--- src/rtl/simon_pkg.sv ---
// Shared definitions for the Simon game and its autoplayer.
// Holds the colour type and constants, the replay FSM state encoding,
// the 50 MHz timing constants and the colour-to-button decode helper.
package simon_pkg;

  typedef logic [1:0] color_t;

  localparam color_t GREEN  = 2'd0;
  localparam color_t RED    = 2'd1;
  localparam color_t COLOR2 = 2'd2;
  localparam color_t COLOR3 = 2'd3;

  typedef enum logic [1:0] {
    ST_IDLE  = 2'd0,
    ST_PRESS = 2'd1,
    ST_GAP   = 2'd2,
    ST_DONE  = 2'd3
  } replay_state_t;

  localparam int unsigned ONE_SEC   = 50_000_000;
  localparam int unsigned QUART_SEC = ONE_SEC / 4;

  // One-hot-low button pattern for a colour, matching the simon_btns_n pins.
  function automatic logic [3:0] color_to_btn_n(input color_t c);
    return ~(4'b0001 << c);
  endfunction

endpackage

--- src/rtl/simon_autoplayer_if.sv ---
// Control/observation bundle between the game top (master) and the
// autoplayer (slave).
// master drives: enable, seq_clear, capture_en, obs_color, obs_led_en,
//                play_start, abort (and inject_err when
//                SIMON_AUTOPLAY_ERR_INJECT_EN is defined)
// slave drives:  btn_n, busy, done, seq_len, overflow
interface simon_autoplayer_if;
  import simon_pkg::*;

  logic         enable;
  logic         seq_clear;
  logic         capture_en;
  color_t       obs_color;
  logic         obs_led_en;
  logic         play_start;
  logic         abort;
  logic [3:0]   btn_n;
  logic         busy;
  logic         done;
  logic [5:0]   seq_len;
  logic         overflow;
`ifdef SIMON_AUTOPLAY_ERR_INJECT_EN
  logic         inject_err;

  modport master (
    output enable, seq_clear, capture_en, obs_color, obs_led_en,
           play_start, abort, inject_err,
    input  btn_n, busy, done, seq_len, overflow
  );

  modport slave (
    input  enable, seq_clear, capture_en, obs_color, obs_led_en,
           play_start, abort, inject_err,
    output btn_n, busy, done, seq_len, overflow
  );
`else
  modport master (
    output enable, seq_clear, capture_en, obs_color, obs_led_en,
           play_start, abort,
    input  btn_n, busy, done, seq_len, overflow
  );

  modport slave (
    input  enable, seq_clear, capture_en, obs_color, obs_led_en,
           play_start, abort,
    output btn_n, busy, done, seq_len, overflow
  );
`endif

endinterface

--- src/rtl/simon_seq_buf.sv ---
// Sequence buffer: MAX_LEN x 2-bit register file, one synchronous write
// port appending at the current length, one combinational read port, plus
// the length counter and sticky overflow flag.
// Ports: clk, reset_n (async active-low), i_clear (empty buffer),
//        i_wr_en/i_wr_data (append), i_rd_addr/o_rd_data (read),
//        o_len (entries stored), o_overflow (append attempted when full).
module simon_seq_buf
  import simon_pkg::*;
#(
  parameter int unsigned MAX_LEN = 32
) (
  input  logic                       clk,
  input  logic                       reset_n,
  input  logic                       i_clear,
  input  logic                       i_wr_en,
  input  color_t                     i_wr_data,
  input  logic [$clog2(MAX_LEN)-1:0] i_rd_addr,
  output color_t                     o_rd_data,
  output logic [$clog2(MAX_LEN):0]   o_len,
  output logic                       o_overflow
);

  localparam int unsigned IDX_W = $clog2(MAX_LEN);
  localparam int unsigned LEN_W = IDX_W + 1;

  color_t           r_mem [MAX_LEN];
  logic [LEN_W-1:0] r_len;
  logic             r_overflow;

  logic [LEN_W-1:0] w_len_base;
  logic             w_full;
  logic             w_wr;

  // A clear in the same cycle as a write empties first, so the write lands at 0.
  assign w_len_base = i_clear ? '0 : r_len;
  assign w_full     = (w_len_base == LEN_W'(MAX_LEN));
  assign w_wr       = i_wr_en && !w_full;

  // Storage is left unreset; only the length decides what is valid.
  always_ff @(posedge clk) begin
    if (w_wr) r_mem[w_len_base[IDX_W-1:0]] <= i_wr_data;
  end

  // Length and sticky overflow.
  always_ff @(posedge clk or negedge reset_n) begin
    if (!reset_n) begin
      r_len      <= '0;
      r_overflow <= 1'b0;
    end else begin
      r_len      <= w_wr ? (w_len_base + LEN_W'(1)) : w_len_base;
      r_overflow <= (r_overflow && !i_clear) || (i_wr_en && w_full);
    end
  end

  assign o_rd_data  = r_mem[i_rd_addr];
  assign o_len      = r_len;
  assign o_overflow = r_overflow;

endmodule

--- src/rtl/simon_autoplayer.sv ---
// Simon autoplayer: records the colour sequence the game shows during
// Simon's turn and replays it as emulated active-low button presses.
// Ports: clk, reset_n (async active-low), bus (simon_autoplayer_if.slave).
// Optional: define SIMON_AUTOPLAY_ERR_INJECT_EN to add bus.inject_err;
// when sampled high on play_start, the final press of that replay is the
// next colour (mod 4) instead of the recorded one.
module simon_autoplayer
  import simon_pkg::*;
#(
  parameter int unsigned MAX_LEN      = 32,
  parameter int unsigned PRESS_CYCLES = QUART_SEC,
  parameter int unsigned GAP_CYCLES   = QUART_SEC
) (
  input logic                clk,
  input logic                reset_n,
  simon_autoplayer_if.slave  bus
);

  localparam int unsigned IDX_W   = $clog2(MAX_LEN);
  localparam int unsigned LEN_W   = IDX_W + 1;
  localparam int unsigned TMR_MAX = (PRESS_CYCLES > GAP_CYCLES) ? PRESS_CYCLES : GAP_CYCLES;
  localparam int unsigned TMR_W   = $clog2(TMR_MAX + 1);

  replay_state_t    r_state, w_state_nxt;
  logic [TMR_W-1:0] r_timer, w_timer_nxt;
  logic [IDX_W-1:0] r_rd_ptr, w_rd_ptr_nxt;
  logic             r_led_prev;
  logic [3:0]       r_btn_n;
  logic             r_busy;
  logic             r_done;

  logic             w_capture;
  logic             w_stop;
  logic             w_last;
  logic [LEN_W-1:0] w_len;
  logic             w_overflow;
  color_t           w_rd_data;
  color_t           w_play_color;

`ifdef SIMON_AUTOPLAY_ERR_INJECT_EN
  logic             r_inject, w_inject_nxt;
  logic             w_last_nxt;
`endif

  // Capture on a rising LED edge seen while the game shows Simon's turn.
  assign w_capture = bus.obs_led_en && !r_led_prev && bus.capture_en && (r_state == ST_IDLE);
  assign w_stop    = bus.abort || !bus.enable || bus.seq_clear;
  assign w_last    = ((LEN_W'(r_rd_ptr) + LEN_W'(1)) == w_len);

  simon_seq_buf #(.MAX_LEN(MAX_LEN)) u_seq_buf (
    .clk        (clk),
    .reset_n    (reset_n),
    .i_clear    (bus.seq_clear),
    .i_wr_en    (w_capture),
    .i_wr_data  (bus.obs_color),
    .i_rd_addr  (w_rd_ptr_nxt),
    .o_rd_data  (w_rd_data),
    .o_len      (w_len),
    .o_overflow (w_overflow)
  );

  // State, timer and pointer registers.
  always_ff @(posedge clk or negedge reset_n) begin
    if (!reset_n) begin
      r_state    <= ST_IDLE;
      r_timer    <= '0;
      r_rd_ptr   <= '0;
      r_led_prev <= 1'b0;
    end else begin
      r_state    <= w_state_nxt;
      r_timer    <= w_timer_nxt;
      r_rd_ptr   <= w_rd_ptr_nxt;
      r_led_prev <= bus.obs_led_en;
    end
  end

  // Replay next-state logic.
  always_comb begin
    w_state_nxt  = r_state;
    w_timer_nxt  = r_timer;
    w_rd_ptr_nxt = r_rd_ptr;
`ifdef SIMON_AUTOPLAY_ERR_INJECT_EN
    w_inject_nxt = r_inject;
`endif
    unique case (r_state)
      ST_IDLE: begin
        if (bus.play_start && bus.enable && !bus.abort) begin
          if (w_len == '0) begin
            w_state_nxt = ST_DONE;
          end else begin
            w_state_nxt  = ST_PRESS;
            w_rd_ptr_nxt = '0;
            w_timer_nxt  = TMR_W'(PRESS_CYCLES - 1);
`ifdef SIMON_AUTOPLAY_ERR_INJECT_EN
            w_inject_nxt = bus.inject_err;
`endif
          end
        end
      end
      ST_PRESS: begin
        if (w_stop) begin
          w_state_nxt = ST_IDLE;
        end else if (r_timer == '0) begin
          w_state_nxt = ST_GAP;
          w_timer_nxt = TMR_W'(GAP_CYCLES - 1);
        end else begin
          w_timer_nxt = r_timer - TMR_W'(1);
        end
      end
      ST_GAP: begin
        if (w_stop) begin
          w_state_nxt = ST_IDLE;
        end else if (r_timer == '0) begin
          if (w_last) begin
            w_state_nxt = ST_DONE;
          end else begin
            w_state_nxt  = ST_PRESS;
            w_rd_ptr_nxt = r_rd_ptr + IDX_W'(1);
            w_timer_nxt  = TMR_W'(PRESS_CYCLES - 1);
          end
        end else begin
          w_timer_nxt = r_timer - TMR_W'(1);
        end
      end
      ST_DONE: w_state_nxt = ST_IDLE;
      default: w_state_nxt = ST_IDLE;
    endcase
  end

`ifdef SIMON_AUTOPLAY_ERR_INJECT_EN
  // Corrupt only the final press of a replay flagged for error injection.
  assign w_last_nxt   = ((LEN_W'(w_rd_ptr_nxt) + LEN_W'(1)) == w_len);
  assign w_play_color = (w_inject_nxt && w_last_nxt) ? color_t'(w_rd_data + 2'd1) : w_rd_data;

  always_ff @(posedge clk or negedge reset_n) begin
    if (!reset_n) r_inject <= 1'b0;
    else          r_inject <= w_inject_nxt;
  end
`else
  assign w_play_color = w_rd_data;
`endif

  // Outputs are registered from the next state so they track it without lag.
  always_ff @(posedge clk or negedge reset_n) begin
    if (!reset_n) begin
      r_btn_n <= 4'b1111;
      r_busy  <= 1'b0;
      r_done  <= 1'b0;
    end else begin
      r_btn_n <= (w_state_nxt == ST_PRESS) ? color_to_btn_n(w_play_color) : 4'b1111;
      r_busy  <= (w_state_nxt == ST_PRESS) || (w_state_nxt == ST_GAP);
      r_done  <= (w_state_nxt == ST_DONE);
    end
  end

  assign bus.btn_n    = r_btn_n;
  assign bus.busy     = r_busy;
  assign bus.done     = r_done;
  assign bus.seq_len  = 6'(w_len);
  assign bus.overflow = w_overflow;

endmodule
--- src/flat_wrapper.sv ---
// flat-port wrapper written by rule: the top's interface ports become plain ports
module simon_autoplayer_flat import simon_pkg::*;
#(
  parameter int unsigned MAX_LEN      = 32,
  parameter int unsigned PRESS_CYCLES = QUART_SEC,
  parameter int unsigned GAP_CYCLES   = QUART_SEC
)
  (clk, reset_n, bus_enable, bus_seq_clear, bus_capture_en, bus_obs_color, bus_obs_led_en, bus_play_start, bus_abort, bus_btn_n, bus_busy, bus_done, bus_seq_len, bus_overflow);
  simon_autoplayer_if bus_i ();
  input logic clk;
  input logic reset_n;
  input wire logic [$bits(bus_i.enable)-1:0] bus_enable;
  input wire logic [$bits(bus_i.seq_clear)-1:0] bus_seq_clear;
  input wire logic [$bits(bus_i.capture_en)-1:0] bus_capture_en;
  input wire logic [$bits(bus_i.obs_color)-1:0] bus_obs_color;
  input wire logic [$bits(bus_i.obs_led_en)-1:0] bus_obs_led_en;
  input wire logic [$bits(bus_i.play_start)-1:0] bus_play_start;
  input wire logic [$bits(bus_i.abort)-1:0] bus_abort;
  output wire logic [$bits(bus_i.btn_n)-1:0] bus_btn_n;
  output wire logic [$bits(bus_i.busy)-1:0] bus_busy;
  output wire logic [$bits(bus_i.done)-1:0] bus_done;
  output wire logic [$bits(bus_i.seq_len)-1:0] bus_seq_len;
  output wire logic [$bits(bus_i.overflow)-1:0] bus_overflow;
  assign bus_i.enable = bus_enable;
  assign bus_i.seq_clear = bus_seq_clear;
  assign bus_i.capture_en = bus_capture_en;
  assign bus_i.obs_color = bus_obs_color;
  assign bus_i.obs_led_en = bus_obs_led_en;
  assign bus_i.play_start = bus_play_start;
  assign bus_i.abort = bus_abort;
  assign bus_btn_n = bus_i.btn_n;
  assign bus_busy = bus_i.busy;
  assign bus_done = bus_i.done;
  assign bus_seq_len = bus_i.seq_len;
  assign bus_overflow = bus_i.overflow;
  simon_autoplayer #(.MAX_LEN(MAX_LEN), .PRESS_CYCLES(PRESS_CYCLES), .GAP_CYCLES(GAP_CYCLES)) u_core (.clk(clk), .reset_n(reset_n), .bus(bus_i));
endmodule
--- config.mk ---
export PLATFORM = sky130hd
export DESIGN_NAME = simon_autoplayer_flat
export DESIGN_NICKNAME = d
export VERILOG_FILES = /design/src/rtl/simon_pkg.sv /design/src/rtl/simon_autoplayer_if.sv /design/src/rtl/simon_seq_buf.sv /design/src/rtl/simon_autoplayer.sv /design/src/flat_wrapper.sv
export SDC_FILE = /design/constraint.sdc
export NUM_CORES = 1
export LEC_CHECK = 0
export CAP_MARGIN = 30
export CELL_PAD_IN_SITES_DETAIL_PLACEMENT = 0
export CELL_PAD_IN_SITES_GLOBAL_PLACEMENT = 1
export CORE_UTILIZATION = 31
export CTS_BUF_LIST = sky130_fd_sc_hd__clkbuf_4 sky130_fd_sc_hd__clkbuf_8
export DETAILED_ROUTE_END_ITERATION = 8
export PLACE_DENSITY_LB_ADDON = 0.1
export SETUP_SLACK_MARGIN = 0.15
export SLEW_MARGIN = 20
export SYNTH_ARGS = -nofsm -noshare
export SYNTH_HDL_FRONTEND = slang
export SYNTH_HIERARCHICAL = 1
export SYNTH_SLANG_ARGS = --single-unit
--- constraint.sdc ---
create_clock -name clk -period 3.15 [get_ports clk]
set_input_delay 0.315 -clock clk [delete_from_list [all_inputs] [get_ports clk]]
set_output_delay 0.315 -clock clk [all_outputs]
set_load 0.02 [all_outputs]
### Word-level counts from Yosys, hierarchy flattened

Memories as Yosys holds them, arrays and structs flattened.
Index checks and enable logic that the tools add are counted.

| storage, ports and cells | value |
|---|---|
| register bits | 45 |
| RAM bits | 64 |
| bits of input ports | 10 |
| output and inout bits | 13 |
| memories | 1 |

| cells by class | value |
|---|---|
| add/subtract/negate cells | 4 |
| equal/unequal tests | 13 |
| shift-type cells | 1 |
| mux-type cells | 27 |
| bitwise operators | 1 |
| reduce and logical (&&, ||, !) cells | 22 |

Memories:

| memory | words | width | read ports | clocked after Yosys merged registers in | wr ports | line | text |
|---|---|---|---|---|---|---|---|
| u_core.u_seq_buf.r_mem | 32 | 2 | 1 | 0 | 1 | simon_seq_buf.sv:26 | `color_t r_mem [MAX_LEN];` |

Operators with widths:

| operator | count |
|---|---|
| 24-bit 2-to-1 mux | 7 |
| 24-bit case mux with 3 select lines | 1 |
| 5-bit 2-to-1 mux | 5 |
| 24-bit logical NOT | 1 |
| 24-bit by 1-bit subtractor with 24-bit output, second input constant | 1 |
| 2-bit 2-to-1 mux | 7 |
| 6-bit 2-to-1 mux | 2 |
| 5-bit case mux with 2 select lines | 1 |
| 2-bit == test, second input constant | 4 |
| 1-bit logical AND | 8 |
| 2-bit inequality test, second input constant | 4 |
| 2-bit case mux with 4 select lines | 1 |
| 5-bit by 1-bit adder with 6-bit output, second input constant | 1 |
| 6-bit by 1-bit adder with 6-bit output, second input constant | 1 |
| 6-bit == test | 1 |
| 6-bit == test, second input constant | 1 |
| 6-bit logical NOT | 1 |
| 6-bit AND reduction | 1 |
| 5-bit by 1-bit adder with 5-bit output, second input constant | 1 |
| 1-bit logical NOT | 5 |
| 2-bit by 1-bit == test with 1-bit output, second input constant | 2 |
| 1-bit logical OR | 4 |
| 4-bit 2-to-1 mux | 1 |
| 4-bit inverter | 1 |
| other kinds (5) | 6 |

### Depth between registers and ports, before layout

Gate-level depths: netlist of run 1.
An unclocked memory read counts as a cell.

| depth | value |
|---|---|
| word-level depth | 10 |
| gate-level depth with buffers | 17 |
| depth with buffers taken out | 15 |

### Modules after synthesis

The synthesis of run 1 kept the hierarchy.

By module, submodules not included:

| module | instances | cells each | area each (um2) | seq. area each (um2) |
|---|---|---|---|---|
| simon_seq_buf | 1 | 220 | 3101.7 | 2097.0 |
| simon_autoplayer | 1 | 250 | 2381.0 | 955.9 |

### Worst setup path before layout of run 1

No wires, ideal clock.

| path | value |
|---|---|
| path type | reg-to-reg |
| start | reg u_core.r_rd_ptr[0] |
| end | reg u_core.r_btn_n[2], in the netlist u_core/bus.btn_n[2] |
| library setup time | 0.103 ns |
| arrival | 3.179 ns |
| slack | -0.132 ns |
| stages on the path, launching flop included | 16 |
| path buffers | 3 |
| cells stage by stage | dfrtp_1 > ha_1 > xnor2_1 > nor2_1 > o32a_1 > nor3_2 > o41a_1 > a22o_1 > buf_6 > buf_8 > buf_6 > mux2i_1 > a22oi_1 > a31oi_1 > o311ai_1 > nand4b_1 |

| on the way | value |
|---|---|
| word-level cells in the longest chain between the ends | 10 |

Ends and longest elaborated chain:

| element | line | text |
|---|---|---|
| start, declared | simon_autoplayer.sv:26 | `logic [IDX_W-1:0] r_rd_ptr, w_rd_ptr_nxt;` |
| start signal, assigned | simon_autoplayer.sv:72 | `r_rd_ptr <= w_rd_ptr_nxt;` |
| 5-bit by 1-bit adder with 6-bit output | simon_autoplayer.sv:48 | `assign w_last = ((LEN_W'(r_rd_ptr) + LEN_W'(1)) == w_len);` |
| 6-bit == test | simon_autoplayer.sv:48 |  |
| 5-bit 2-to-1 mux * | simon_autoplayer.sv:114 | `if (w_last) begin` |
| 5-bit 2-to-1 mux * | simon_autoplayer.sv:113 | `end else if (r_timer == '0) begin` |
| 5-bit 2-to-1 mux * | simon_autoplayer.sv:111 | `if (w_stop) begin` |
| 5-bit case mux with 2 select lines * | simon_autoplayer.sv:85 | `unique case (r_state)` |
| via u_core.w_rd_ptr_nxt[1] | simon_autoplayer.sv:26 |  |
| memory 32 x 2 bit * | n/a |  |
| via u_core.w_play_color[0] | simon_autoplayer.sv:38 | `color_t w_play_color;` |
| 1-bit by 2-bit << shifter with 4-bit output * | simon_pkg.sv:25 | `return ~(4'b0001 << c);` |
| 4-bit inverter * | simon_pkg.sv:25 |  |
| 4-bit 2-to-1 mux * | simon_autoplayer.sv:150 | `r_btn_n <= (w_state_nxt == ST_PRESS) ? color_to_btn_n(w_play_color) : 4'b1111;` |
| end signal, assigned | simon_autoplayer.sv:150 |  |
| end, declared | simon_autoplayer.sv:28 | `logic [3:0] r_btn_n;` |

The timed path passes the listed nets; every way through them passes the cells marked *.
A chain may end at the register's enable or synchronous reset.

### Worst setup path after layout of run 1

| path | value |
|---|---|
| start | reg u_core.r_timer[0] |
| end | reg u_core.r_btn_n[0], in the netlist u_core/bus.btn_n[0] |

| on the way | value |
|---|---|
| word-level cells in the longest chain between the ends | 8 |

Ends and longest elaborated chain:

| element | line | text |
|---|---|---|
| start, declared | simon_autoplayer.sv:25 | `logic [TMR_W-1:0] r_timer, w_timer_nxt;` |
| start signal, assigned | simon_autoplayer.sv:71 | `r_timer <= w_timer_nxt;` |
| 24-bit logical NOT | simon_autoplayer.sv:113 |  |
| 5-bit 2-to-1 mux | simon_autoplayer.sv:113 |  |
| 5-bit 2-to-1 mux | simon_autoplayer.sv:111 |  |
| 5-bit case mux with 2 select lines | simon_autoplayer.sv:85 |  |
| via u_core.w_rd_ptr_nxt[1] | simon_autoplayer.sv:26 |  |
| memory 32 x 2 bit | n/a |  |
| via u_core.w_play_color[0] | simon_autoplayer.sv:38 |  |
| 1-bit by 2-bit << shifter with 4-bit output | simon_pkg.sv:25 |  |
| 4-bit inverter | simon_pkg.sv:25 |  |
| 4-bit 2-to-1 mux | simon_autoplayer.sv:150 |  |

The timed path passes the listed nets, and every way through them passes these cells.

==> results of run 1 <==
-- what timing repair did --
item,CTS,global route
resized for setup,29,3
hold buffers,1,0
endpoints found under the hold margin,17,0
pin swaps,17,5
buffers inserted,7,1
setup endpoints to repair,4,4
-- metrics by stage --
step / utilization [%] / cell area, µm² / instances / TNS, ps
after floorplan: - / 5530 / 470 / -25.6
after global placement: 37.5 / 6480 / 777 / -1640
after detailed placement: 37.6 / 6500 / 778 / -1760
after CTS: 40.2 / 6960 / 802 / -429
after global routing: 40.4 / 6980 / 803 / -1170
final: 40.4 / 6980 / 803 / -265
-- flip-flops by register name, indices dropped and copies added (netlist names), 2 cells and up --
signal / count
u_core/u_seq_buf/o_len: 6
u_core/r_state: 2
u_core/r_timer: 24
u_core/u_seq_buf/r_mem: 64
u_core/bus.btn_n: 4
u_core/r_rd_ptr: 5
-- Yosys cell counts (all sizes together) (3+ instances only) --
| cell | count | area share, % |
|---|---|---|
| nor2 | 69 | 5.0 |
| edfxtp | 64 | 35 |
| dfrtp | 41 | 19 |
| nand2 | 34 | 2.3 |
| mux2i | 33 | 6.0 |
| buf | 15 | 2.4 |
| nor3 | 15 | 1.6 |
| a22oi | 14 | 1.9 |
| a31oi | 13 | 1.6 |
| inv | 12 | 0.82 |
| nand3 | 12 | 1.1 |
| o21ai | 12 | 1.1 |
| xnor2 | 10 | 1.6 |
| a22o | 9 | 1.4 |
| clkbuf | 7 | 0.52 |
| nor2b | 7 | 0.80 |
| nor4 | 7 | 1.5 |
| o31ai | 7 | 0.96 |
| a21oi | 6 | 0.55 |
| ha | 6 | 1.4 |
| nand4 | 6 | 0.68 |
| nand4b | 6 | 0.96 |
| o41ai | 5 | 1.4 |
| or2 | 5 | 0.62 |
| and4b | 4 | 0.73 |
| dfstp | 4 | 1.9 |
| o21a | 4 | 0.55 |
| xor2 | 4 | 0.64 |
| a21o | 3 | 0.41 |
| or3 | 3 | 0.34 |
-- worst min path at each step --
stage                                                  to
floorplan                       u_core/bus.busy$_DFF_PN0_
global placement    u_core/u_seq_buf/o_overflow$_DFF_PN0_
detailed placement         u_core/r_timer[21]$_DFFE_PN0P_
CTS                           u_core/r_led_prev$_DFF_PN0_
global route                  u_core/r_led_prev$_DFF_PN0_
finish                        u_core/r_led_prev$_DFF_PN0_
-- final cells by class --
type,count,area share (%)
tap,225,4.03
inverter,12,0.645
clock buffer,9,1.77
clock inverter,7,1.49
multi-input combinational,327,34.5
sequential,109,43.7
timing repair buffer,114,13.9
-- worst register-to-register path: stages (launching register included) --
cell,delay (ps)
dfrtp_1,400
inv_2,80
ha_4,130
nor4b_4,180
nand4b_1,170
nor2_2,150
nand2_2,80
o41a_1,420
a22o_4,310
buf_12,160
mux2i_1,170
a22oi_1,110
and4b_1,210
a31oi_2,200
o311ai_4,170
nor2_1,130
nand3_1,80
-- power groups by stage --
| stage | Clock (mW) | Sequential, mW | Combinational (mW) |
|---|---|---|---|
| floorplan | 0 | 1.85 | 0.791 |
| global placement | 0 | 1.79 | 1.42 |
| detailed placement | 0 | 1.79 | 1.44 |
| CTS | 1.02 | 1.77 | 1.49 |
| global route | 1.07 | 1.79 | 1.63 |
| finish | 0.983 | 1.77 | 1.47 |
-- logic make-up (layout without fill, tap and decap cells) --
logic type	Yosys count	after routing	share of synthesized area, %
xor gates and xnor gates	14	14	2.24
adders and majority gates	6	6	1.37
buffers and inverters	34	142	3.70
DFF	109	109	55.7
AOI/OAI and AO/OA	88	88	12.7
muxes	35	35	6.44
and+or+nand+nor	184	184	17.9
-- per-layer routing --
layer  routed length, µm  part of all wire, %  vias to the layer above  global-route usage (%)
li1                    -                    -                     1965                       -
met1                6670                   48                     1945                    21.7
met2                6780                   49                       38                    27.1
met3                 236                  1.7                       16                    2.29
met4                 257                  1.8                        0                    6.24
met5                   0                    0                        -                       0
==> run summary, run 1 <==
Status - finished with violations
Failing checks - negative setup slack
Worst Path Max Fanout - 10
# fillers - 1,711
Final WL - 13,900 µm
Seq/Total Area, Yosys - 55.7%
Synth Flop Type - edfxtp_1
CP endpoint - u_core/bus.btn_n[0]$_DFF_PN1_
FF-to-FF Start - u_core/r_timer[0]$_DFFE_PN0P_
Clk buf depth - 2
Cells after synthesis - 470
Flop pwr share - 41.9%
Tot Pwr - 4.22 mW
Peak VDD IR - 290 µV
Register Area - 3050 µm²
Antenna-violating nets left - 0
Arrival time at the worst endpoint - 3530 ps
WP depth - 16
WHS - 389 ps
Placed wire-length estimate - 10,200 µm
NetSw - 1.42 mW
Residual DRC - 0
Post-synthesis net count - 486
Global-route wire length before repair - 22,200 µm
Worst skew pair latency - 390 ps
# IOs - 23
Critical Path Source - u_core/r_timer[0]$_DFFE_PN0P_
Root buf cell - clkbuf_8
FMAX - 0.309 GHz
Asr flop ratio synth - 41.3%
Worst path slowest cell - o41a_1
Final setup violation count - 4
Clk sink count - 109
TritonCTS clock tree - yes
Crit. End Element - flop
CP bufs+invs - 2
Post-route worst setup slack - -85.6 ps
Max incr delay on CP - 420 ps
Worst-margin pin slew - 635 ps
Number of global-route vias before repair - 4,034
RSZ-0062 raised after global routing - true
Initial antenna violation count - 0
Tot GR Track Use - 16.4%
Reg2Reg Setup Slack - -90 ps
Unique masters post-synth - 73
Cell breakdown of the critical path - inv_2 -> ha_4 -> nor4b_4 -> nand4b_1 -> nor2_2 -> nand2_2 -> o41a_1 -> a22o_4 -> buf_12 -> mux2i_1 -> a22oi_1 -> and4b_1 -> a31oi_2 -> o311ai_4 -> nor2_1 -> nand3_1
Hold depth - 1
Comb pwr share - 34.8%
Commonest non-fill, non-tap cell in the layout - buf_4
Drt first pass iters - 6
Syn. warnings - 6
Highest-count cells in the layout ignoring fill and taps - buf_4, nor2_1, edfxtp_1, dfrtp_1, nand2_1
Total grt overflow - 0
Worst Path Required - 3450 ps
Final #Nets - 589
Register bit total from synthesis - 109
Crit start category - flop
Pre-CTS setup slack - -460 ps
Synth Cell Area - 5480 µm²
Die extent in y - 135 µm
ANT cells - 0
P_leak - 2.51 nW
Min Tclk post-route - 3240 ps
CTS H-tree depth - 3
Initial Util - 31.7%
Cts bufs inserted - 9
Clock Power Share - 23.3%
Hold Crit Start - bus_obs_led_en
Reg2reg path depth - 16
Via density per instance - 4.94
Post-DR wirelength/cell - 17.4 µm
Final Hold Fails - 0
Mean area per synthesized cell - 11.7 µm²
Reg clk slew, reported paths - 110 ps
Rows - 48
Via count - 3,964
PwrDens - 605 nW/µm²
Slew margin rel. - 57.2%
Core area - 17,300 µm²
Post-synth EDFFs - 64
Largest net degree at the start of global routing - 33
Routability-driven placement congestion ratio - 0.765
Worst hold path type - in2reg
Footprint of the multi-input gates - 2410 µm²
Switch share - 33.6%
Fin crit share - 103%
Width of the die - 135 µm
Max cap viols - 0
Top Family by Delay on Critical Path - compound AO/OA/AOI/OAI gates
Max Slew Vio Count - 0
Buffers on Ports - 22
Area grow syn2layout - 27.4%
End of the worst register-to-register path - u_core/bus.btn_n[0]$_DFF_PN1_
Clock Skew - 14.8 ps
Share of cells above drive strength 1 - 27.2%
Setup Crit Path Kind - reg2reg
1st-iter DRT viols - 231
Die area - 18,200 µm²
P_int - 2.80 mW
No activity file was read; power rests on OpenSTA's default activity.
==> run 2, diff against run 1 <==
--- a/config.mk
+++ b/config.mk
@@ -5,13 +5,13 @@
 export SDC_FILE = /design/constraint.sdc
 export NUM_CORES = 1
 export LEC_CHECK = 0
-export CAP_MARGIN = 30
 export CELL_PAD_IN_SITES_DETAIL_PLACEMENT = 0
 export CELL_PAD_IN_SITES_GLOBAL_PLACEMENT = 1
+export CORE_ASPECT_RATIO = 0.7
 export CORE_UTILIZATION = 31
 export CTS_BUF_LIST = sky130_fd_sc_hd__clkbuf_4 sky130_fd_sc_hd__clkbuf_8
 export DETAILED_ROUTE_END_ITERATION = 8
-export PLACE_DENSITY_LB_ADDON = 0.1
+export PLACE_DENSITY_LB_ADDON = 0.05
 export SETUP_SLACK_MARGIN = 0.15
 export SLEW_MARGIN = 20
 export SYNTH_ARGS = -nofsm -noshare
==> run 2 against run 1 <==
  * Global-route usage up 1.6 points
  * The run still ends with negative setup slack left
  * Via count rose by 3.5%
  * Critical path depth is 1 lower
  * Highest routed layer unchanged
  * Clock skew decreased by 3.0 ps
  * Non-clock buffer count up 6
  * Fmax decreased by 6.1%
  * First-iteration DRC count rose by 4.3%
  * Utilization increased by 0.35 points
  * Count of clock-buffer cells in the layout is 1 higher
  * Largest cell class unchanged
  * Cell count increased by 1.6%
  * Critical path type unchanged
==> run summary, run 2 (synthesized netlist as in run 1, its figures left out) <==
Min Tclk post-route - 3440 ps (was 3240 ps)
CTS H-tree depth - 3 (unchanged)
Core area - 17,200 µm² (was 17,300 µm²)
NetSw - 1.44 mW (was 1.42 mW)
Via count - 4,101 (was 3,964)
Initial antenna violation count - 0 (unchanged)
Final Hold Fails - 0 (unchanged)
PwrDens - 604 nW/µm² (was 605 nW/µm²)
Footprint of the multi-input gates - 2430 µm² (was 2410 µm²)
Clock Skew - 11.9 ps (was 14.8 ps)
Dpl cells - 789 (was 778)
1st-iter DRT viols - 241 (was 231)
TritonCTS clock tree - yes (unchanged)
Die area - 18,200 µm² (about the same)
Switch share - 34.0% (was 33.6%)
Drt first pass iters - 5 (was 6)
Worst skew pair latency - 390 ps (about the same)
ANT cells - 0 (unchanged)
Tot Pwr - 4.24 mW (was 4.22 mW)
Crit. End Element - flop (unchanged)
Worst Path Max Fanout - 6 (was 10)
# fillers - 1,631 (was 1,711)
P_int - 2.80 mW (about the same)
Commonest non-fill, non-tap cell in the layout - buf_4 (unchanged)
Residual DRC - 0 (unchanged)
Cts bufs inserted - 9 (unchanged)
# IOs - 23 (unchanged)
Area grow syn2layout - 27.9% (was 27.4%)
Max cap viols - 0 (unchanged)
Clk sink count - 109 (unchanged)
Width of the die - 161 µm (was 135 µm)
Crit start category - flop (unchanged)
Highest-count cells in the layout ignoring fill and taps - buf_4, nor2_1, edfxtp_1, dfrtp_1, nand2_1 (unchanged)
Comb pwr share - 37.2% (was 34.8%)
Die extent in y - 113 µm (was 135 µm)
Largest net degree at the start of global routing - 33 (unchanged)
Global-route wire length before repair - 24,400 µm (was 22,200 µm)
Post-DR wirelength/cell - 18.6 µm (was 17.4 µm)
Rows - 40 (was 48)
Flop pwr share - 41.7% (was 41.9%)
Final setup violation count - 4 (unchanged)
Setup Crit Path Kind - reg2reg (unchanged)
Worst-margin pin slew - 730 ps (was 635 ps)
Via density per instance - 5.03 (was 4.94)
Register Area - 3050 µm² (unchanged)
Fin crit share - 109% (was 103%)
Worst Path Required - 3450 ps (about the same)
Buffers on Ports - 22 (unchanged)
Max FFs per register - 64 (unchanged)
Max Slew Vio Count - 0 (unchanged)
Placed wire-length estimate - 11,200 µm (was 10,200 µm)
FMAX - 0.290 GHz (was 0.309 GHz)
Routability-driven placement congestion ratio - 0.793 (was 0.765)
Initial Util - 31.8% (was 31.7%)
Status - finished with violations (unchanged)
RSZ-0062 raised after global routing - true (unchanged)
Post-route worst setup slack - -294 ps (was -85.6 ps)
P_leak - 2.55 nW (was 2.51 nW)
Worst hold path type - in2reg (unchanged)
Tot GR Track Use - 18.0% (was 16.4%)
Clock Power Share - 21.1% (was 23.3%)
Final #Nets - 596 (was 589)
Antenna-violating nets left - 0 (unchanged)
Reg clk slew, reported paths - 100 ps (was 110 ps)
Final WL - 15,200 µm (was 13,900 µm)
Arrival time at the worst endpoint - 3750 ps (was 3530 ps)
Root buf cell - clkbuf_8 (unchanged)
Peak VDD IR - 289 µV (was 290 µV)
Slew margin rel. - 51.3% (was 57.2%)
Clk buf depth - 2 (unchanged)
Total grt overflow - 0 (unchanged)
Non-Filler Instances - 816 (was 803)
Number of global-route vias before repair - 4,115 (was 4,034)
Share of cells above drive strength 1 - 28.0% (was 27.2%)
Failing checks - negative setup slack (unchanged)
==> run 2: layout make-up <==
type                       count  area share [%]
tap                          231            4.12
inverter                      12           0.642
clock inverter                 6           0.981
multi-input combinational    328            34.6
sequential                   109            43.6
timing repair buffer         120            14.1
clock buffer                  10            1.96
==> run 2: final timing paths <==
kind | startpoint | end | slack (ps) | depth (start not counted)
setup / recovery | u_core/r_timer[0]$_DFFE_PN0P_ | u_core/bus.btn_n[2]$_DFF_PN1_ | -290 | 15
hold / removal | bus_obs_led_en | u_core/r_led_prev$_DFF_PN0_ | 400 | 1
setup reg to reg | u_core/r_timer[0]$_DFFE_PN0P_ | u_core/bus.btn_n[2]$_DFF_PN1_ | -290 | 15
hold reg to reg | u_core/r_timer[22]$_DFFE_PN0P_ | u_core/r_timer[22]$_DFFE_PN0P_ | 570 | 2
max in group asynchronous | reset_n | u_core/r_timer[7]$_DFFE_PN0P_ | 1910 | 3
min in group asynchronous | reset_n | u_core/r_timer[22]$_DFFE_PN0P_ | 510 | 2
==> run 2: what timing repair did <==
item | CTS | global route
pin swaps | 15 | 5
buffers inserted | 6 | 3
gates resized for setup | 28 | 2
gates cloned | 1 | 0
endpoints found under the setup margin | 4 | 4
hold buffers | 1 | 0
hold endpoints to repair | 23 | 0
==> run 2: worst max-delay path, stage by stage, from the launching register on <==
cell	delay, ps
dfrtp_1	410
inv_2	90
ha_4	130
nor4b_4	180
nand4b_1	210
nor2_2	190
nand2_1	90
o41a_1	540
buf_12	180
a22o_4	300
mux2i_1	180
a22oi_1	90
and4b_1	230
a31oi_4	210
o311ai_4	140
nand4b_1	190
==> run 2: power by group through the flow <==
stage | sequential, mW | combinational (mW) | clock [mW]
2_1_floorplan | 1.85 | 0.791 | 0
3_3_place_gp | 1.79 | 1.48 | 0
3_5_place_dp | 1.79 | 1.49 | 0
4_1_cts | 1.77 | 1.57 | 0.930
5_1_grt | 1.78 | 1.76 | 0.982
6_report | 1.77 | 1.58 | 0.895
==> run 2: metrics by stage <==
step,hold WS (ps),TNS (ps),instance area [µm²],utilization (%),worst slack (ps)
4_1_cts,385,-892,6980,40.5,-229
3_5_place_dp,412,-2470,6550,38.0,-637
2_1_floorplan,19.4,-25.6,5530,-,-19.6
3_3_place_gp,401,-2310,6550,38.0,-609
6_report,398,-1150,7010,40.7,-294
5_1_grt,391,-1840,7010,40.7,-470
==> run 2: metal layers <==
metal	up-vias	wire, µm	track usage, %
met5	-	0	0
met4	0	257	5.22
met3	15	498	3.74
met2	79	5900	24.3
met1	2024	8540	28.3
li1	1983	-	-
==> run 3, diff against run 2 <==
--- a/config.mk
+++ b/config.mk
@@ -5,14 +5,15 @@
 export SDC_FILE = /design/constraint.sdc
 export NUM_CORES = 1
 export LEC_CHECK = 0
+export CAP_MARGIN = 20
 export CELL_PAD_IN_SITES_DETAIL_PLACEMENT = 0
 export CELL_PAD_IN_SITES_GLOBAL_PLACEMENT = 1
-export CORE_ASPECT_RATIO = 0.7
 export CORE_UTILIZATION = 31
 export CTS_BUF_LIST = sky130_fd_sc_hd__clkbuf_4 sky130_fd_sc_hd__clkbuf_8
 export DETAILED_ROUTE_END_ITERATION = 8
 export PLACE_DENSITY_LB_ADDON = 0.05
 export SETUP_SLACK_MARGIN = 0.15
+export SKIP_LAST_GASP = 1
 export SLEW_MARGIN = 20
 export SYNTH_ARGS = -nofsm -noshare
 export SYNTH_HDL_FRONTEND = slang
==> run 3 against run 2 <==
  * The flow still finishes with violations (negative setup slack)
  * Fmax rose by 3.5%
  * Power fell by 4.2%
  * Sequential share of layout area rose by 0.35 points
  * Critical endpoint is now u_core/bus.btn_n[0]$_DFF_PN1_
  * Combinational power fell by 7%
  * Global-route usage fell by 0.64 points
  * Highest routed layer unchanged
  * Die area barely moved
  * Largest power group unchanged
  * Flip-flop and latch count did not move
  * Utilization fell by 0.51 points
  * Critical path type unchanged
  * Cell count fell by 1.6%
  * Via count fell by 0.44%
  * First-iteration DRC count rose by 1.7%
==> run summary, run 3 (synthesized netlist as in run 1, its figures left out) <==
Die extent in y - 135 µm (was 113 µm)
Via count - 4,083 (was 4,101)
WHS - 396 ps (was 398 ps)
Top Family by Delay on Critical Path - compound AO/OA/AOI/OAI gates (unchanged)
Flop pwr share - 43.7% (was 41.7%)
End of the worst register-to-register path - u_core/bus.btn_n[0]$_DFF_PN1_ (was u_core/bus.btn_n[2]$_DFF_PN1_)
Via density per instance - 5.08 (was 5.03)
Largest net degree at the start of global routing - 43 (was 33)
Highest-count cells in the layout ignoring fill and taps - buf_4, nor2_1, edfxtp_1, dfrtp_1, nand2_1 (unchanged)
P_leak - 2.50 nW (was 2.55 nW)
Arrival time at the worst endpoint - 3610 ps (was 3750 ps)
Switch share - 34.8% (was 34.0%)
Post-DR wirelength/cell - 18.7 µm (was 18.6 µm)
Cell breakdown of the critical path - inv_2 -> ha_4 -> nor4b_4 -> nand4b_1 -> nor2_2 -> nand2_2 -> o41a_1 -> a22o_4 -> mux2i_1 -> a22oi_1 -> and4b_1 -> a31oi_4 -> o311ai_4 -> nor2_1 -> nand3_1 (was inv_2 -> ha_4 -> nor4b_4 -> nand4b_1 -> nor2_2 -> nand2_1 -> o41a_1 -> buf_12 -> a22o_4 -> mux2i_1 -> a22oi_1 -> and4b_1 -> a31oi_4 -> o311ai_4 -> nand4b_1)
CTS H-tree depth - 3 (unchanged)
Clock Power Share - 20.1% (was 21.1%)
PwrDens - 584 nW/µm² (was 604 nW/µm²)
TritonCTS clock tree - yes (unchanged)
NetSw - 1.41 mW (was 1.44 mW)
Worst skew pair latency - 390 ps (about the same)
ANT cells - 0 (unchanged)
Comb pwr share - 36.2% (was 37.2%)
Worst Path Required - 3430 ps (was 3450 ps)
FMAX - 0.300 GHz (was 0.290 GHz)
Global-route wire length before repair - 23,300 µm (was 24,400 µm)
Initial Util - 31.7% (was 31.8%)
Post-route worst setup slack - -179 ps (was -294 ps)
Worst path slowest cell - o41a_1 (unchanged)
Tot GR Track Use - 17.4% (was 18.0%)
Commonest non-fill, non-tap cell in the layout - buf_4 (unchanged)
Clock Skew - 17.0 ps (was 11.9 ps)
Slew margin rel. - 52.8% (was 51.3%)
Buffers on Ports - 22 (unchanged)
Final #Nets - 589 (was 596)
Crit start category - flop (unchanged)
Area grow syn2layout - 26.9% (was 27.9%)
WP depth - 15 (unchanged)
# fillers - 1,673 (was 1,631)
Routability-driven placement congestion ratio - 0.762 (was 0.793)
Fin crit share - 106% (was 109%)
Final Hold Fails - 0 (unchanged)
FF-to-FF Start - u_core/r_timer[1]$_DFFE_PN0P_ (was u_core/r_timer[0]$_DFFE_PN0P_)
1st-iter DRT viols - 245 (was 241)
# IOs - 23 (unchanged)
Die area - 18,200 µm² (about the same)
RSZ-0062 raised after global routing - true (unchanged)
Rows - 48 (was 40)
Worst Path Max Fanout - 8 (was 6)
Root buf cell - clkbuf_8 (unchanged)
Initial antenna violation count - 0 (unchanged)
Max cap viols - 0 (unchanged)
Worst-margin pin slew - 702 ps (was 730 ps)
Residual DRC - 0 (unchanged)
Reg clk slew, reported paths - 100 ps (about the same)
CP endpoint - u_core/bus.btn_n[0]$_DFF_PN1_ (was u_core/bus.btn_n[2]$_DFF_PN1_)
Width of the die - 135 µm (was 161 µm)
Failing checks - negative setup slack (unchanged)
Final setup violation count - 4 (unchanged)
Status - finished with violations (unchanged)
Clk sink count - 109 (unchanged)
Critical Path Source - u_core/r_timer[1]$_DFFE_PN0P_ (was u_core/r_timer[0]$_DFFE_PN0P_)
Reg2Reg Setup Slack - -180 ps (was -290 ps)
Cts bufs inserted - 9 (unchanged)
Pre-CTS setup slack - -460 ps (was -637 ps)
Share of cells above drive strength 1 - 28.4% (was 28.0%)
P_int - 2.65 mW (was 2.80 mW)
Reg2reg path depth - 15 (unchanged)
CP bufs+invs - 1 (was 2)
Clk buf depth - 2 (unchanged)
Peak VDD IR - 263 µV (was 289 µV)
Worst hold path type - in2reg (unchanged)
Setup total negative slack - -688 ps (was -1150 ps)
Core area - 17,300 µm² (was 17,200 µm²)
Setup Crit Path Kind - reg2reg (unchanged)
Max FFs per register - 64 (unchanged)
Total grt overflow - 0 (unchanged)
Number of global-route vias before repair - 4,081 (was 4,115)
Placed wire-length estimate - 10,600 µm (was 11,200 µm)
Antenna-violating nets left - 0 (unchanged)
Crit. End Element - flop (unchanged)
Drt first pass iters - 4 (was 5)
Tot Pwr - 4.06 mW (was 4.24 mW)
Max Slew Vio Count - 0 (unchanged)
Min Tclk post-route - 3330 ps (was 3440 ps)
Final WL - 15,000 µm (was 15,200 µm)
Max incr delay on CP - 540 ps (about the same)
Hold depth - 1 (unchanged)
==> run 3: changes by cell type in the layout (fill, tap and decap cells not counted), moves of 2 or more <==
cell,change
mux2i_2,-3
buf_4,-6
mux2i_1,+2
nand2_2,+3
nand2_1,-3
buf_12,-2
clkbuf_4,+3
a22oi_1,-4
a22oi_2,+4
==> run 3: worst min-delay path by stage <==
stage                                           from                               endpoint  slack (ps)
2_1_floorplan                                reset_n              u_core/bus.busy$_DFF_PN0_          20
5_1_grt                               bus_obs_led_en            u_core/r_led_prev$_DFF_PN0_         390
3_5_place_dp   u_core/u_seq_buf/o_overflow$_DFF_PN0_  u_core/u_seq_buf/o_overflow$_DFF_PN0_         500
3_3_place_gp   u_core/u_seq_buf/o_overflow$_DFF_PN0_  u_core/u_seq_buf/o_overflow$_DFF_PN0_         480
4_1_cts                                      reset_n  u_core/u_seq_buf/o_overflow$_DFF_PN0_         140
6_report                              bus_obs_led_en            u_core/r_led_prev$_DFF_PN0_         400
==> run 3: per-stage QoR <==
| stage | area (µm²) | util, % | instances |
|---|---|---|---|
| after floorplan | 5530 | - | 470 |
| after global placement | 6500 | 37.6 | 778 |
| after detailed placement | 6500 | 37.6 | 778 |
| after CTS | 6840 | 39.5 | 800 |
| after global routing | 6960 | 40.2 | 803 |
| final | 6960 | 40.2 | 803 |
==> run 3: cell type report <==
type	count	area, µm²	area share (%)
clock buffer	12	146	2.10
clock inverter	4	33.8	0.486
inverter	12	45.0	0.648
multi-input combinational	328	2460	35.3
sequential	109	3050	43.9
tap	225	282	4.05
timing repair buffer	113	937	13.5
==> run 3: power by group through the flow <==
| stage | combinational, mW | clock, mW | sequential (mW) |
|---|---|---|---|
| final | 1.47 | 0.815 | 1.77 |
| after global routing | 1.64 | 0.895 | 1.79 |
| after CTS | 1.48 | 0.856 | 1.77 |
| after detailed placement | 1.42 | 0 | 1.79 |
| after global placement | 1.41 | 0 | 1.80 |
| after floorplan | 0.791 | 0 | 1.85 |
==> run 3: repair_timing <==
item,in CTS,in global routing
cloned,1,1
pin swaps,10,12
setup endpoints to repair,4,4
hold buffers,0,1
endpoints found under the hold margin,0,41
setup buffers,5,1
gates resized for setup,20,15
==> run 3: routing by layer <==
metal  share of wire [%]  wire length, µm  vias to the layer above  global-route usage [%]
met2                  47             6980                       64                    27.4
met1                  49             7290                     2033                    24.0
met3                 2.6              395                       16                    2.14
li1                    -                -                     1970                       -
met4                 2.1              318                        0                    7.49
met5                   0                0                        -                       0
==> RTL change: new RTL, settings of run 3 <==
The package constant `ONE_SEC` goes from 50_000_000 to 12_500_000.
--- a/src/rtl/simon_pkg.sv
+++ b/src/rtl/simon_pkg.sv
@@ -17,7 +17,7 @@
     ST_DONE  = 2'd3
   } replay_state_t;
 
-  localparam int unsigned ONE_SEC   = 50_000_000;
+  localparam int unsigned ONE_SEC   = 12_500_000;
   localparam int unsigned QUART_SEC = ONE_SEC / 4;
 
   // One-hot-low button pattern for a colour, matching the simon_btns_n pins.
Function: no difference found for any inputs over 10 cycles, from zero or initial values and one cycle with reset_n low; that may be too few to reach the edited logic, so the function may still have changed.
==> RTL change against run 3 <==
The run still ends with negative setup slack left; worst hold slack better by 0.0078 ns; global-route usage is 0.38 points higher; sequential cell count decreased by 2; worst setup slack got worse by 0.086 ns; cell count down 2.5%; total power up 1.1%; wire length is 2.1% lower; design area decreased by 1.7%; synthesized area is 3.8% lower; largest power group unchanged; highest routed layer unchanged.
==> RTL change: results <==
outcome:
  outcome: "finished with violations"
  violations: "negative setup slack"
critical_path:
  cpPeakStageDelay_ns: 0.53
  critPathArrivalTime_ns: 3.72
  start_kind: "flip-flop"
  r2r_start: "u_core/r_timer[0]"
  path_max_fanout: 7
  critPathTopFamily: "simple AND/OR/NAND/NOR gates"
  cp_slowest_cell: "or4b_4"
  r2r_end: "u_core/bus.btn_n[1]"
  endpoint_kind: "flip-flop"
drt:
  wirelength_met1_mm: 7.27
  met3_length_um: 369
  num_vias: 3954
  top_layer_used: "met4"
  wl_per_cell_um: 18.7
  dr_wl_met2_mm: 6.85
  drtIter0Drc: 316
sta:
  final-setup-viol-count: 4
  skew_ns: 0.0126
  tightest_slew_ns: 0.691
  worst_slack_ns: -0.265
power_and_ir_drop:
  combPwrFrac: 0.356
  p_clk_mw: 0.899
  vdd_drop_max_v: 0.000317
  leakagePower_nw: 2.49
  intPower_mw: 2.68
logic_synthesis:
  synthMuxAreaShare: 0.0672
  synth_cell_types: 70
  mappedNetlistNets: 470
  synth-compound-area-share: 0.140
  yosys.area_share.adder: 0.0119
  synth.cells.most_frequent: "edfxtp_1, nor2_1, dfrtp_1, mux2i_1, nand2_1"
  async_flop_share: 0.402
  synth_area_leaders: "edfxtp_1, dfrtp_1, mux2i_1"
  yosys.area_share.xor_xnor: 0.0199
  synth_seq_area_share: 0.570
grt:
  grt_start_max_net_pins: 44
  grt_use_met2: 0.283
  grt_use_total: 0.178
  grt_first_pass_wirelength_mm: 23.4
  met3_usage: 0.0253
  grt_pass1_vias: 4079
  grt_use_met1: 0.247
placed_design:
  placed_cell_area_um2: 6240
  dpl.hpwl_mm: 10.0
  pre_cts_ws_ns: -0.460
  port_buffers: 22
  gp_congestion: 0.808
cells_and_area:
  drive_above_1_share: 0.270
  finalNetCount: 573
  diodes: 0
cts:
  root_buffer: "clkbuf_8"
  post_cts_resized: 33
  cts_max_path_buffers: 2
  cts_setup_buffers: 7
  cts.clk_slew.worst_paths_ns: 0.11
hold_path:
  worstHoldPathCells: 1
[RTL change: cell types whose count changed in the layout (fill, tap and decap cells not counted), moves of 4 or more]
cell / before / now
a21oi_1: 6 / 14
and3_1: 0 / 4
buf_4: 88 / 80
nor2_1: 65 / 59
nor3_1: 12 / 5
a22o_1: 8 / 3
o31ai_1: 7 / 11
[RTL change: area by class of cell]
type                       instances  area [um^2]
clock buffer                       9          124
clock inverter                     7         80.1
fill                            1586         9750
inverter                          13         48.8
multi-input combinational        316         2310
sequential                       107         3000
tap                              220          275
timing repair buffer             111          995
[RTL change: metrics by stage]
step | power, mW | setup TNS (ns) | hold slack, ns | util | cells
floorplan | 2.53 | -0.287 | 0.0194 | - | 455
global route | 4.37 | -1.78 | 0.391 | 0.412 | 783
CTS | 4.12 | -0.979 | 0.127 | 0.406 | 778
detailed placement | 3.15 | -1.76 | 0.474 | 0.377 | 753
global placement | 3.14 | -1.75 | 0.471 | 0.377 | 753
finish | 4.11 | -0.978 | 0.404 | 0.412 | 783
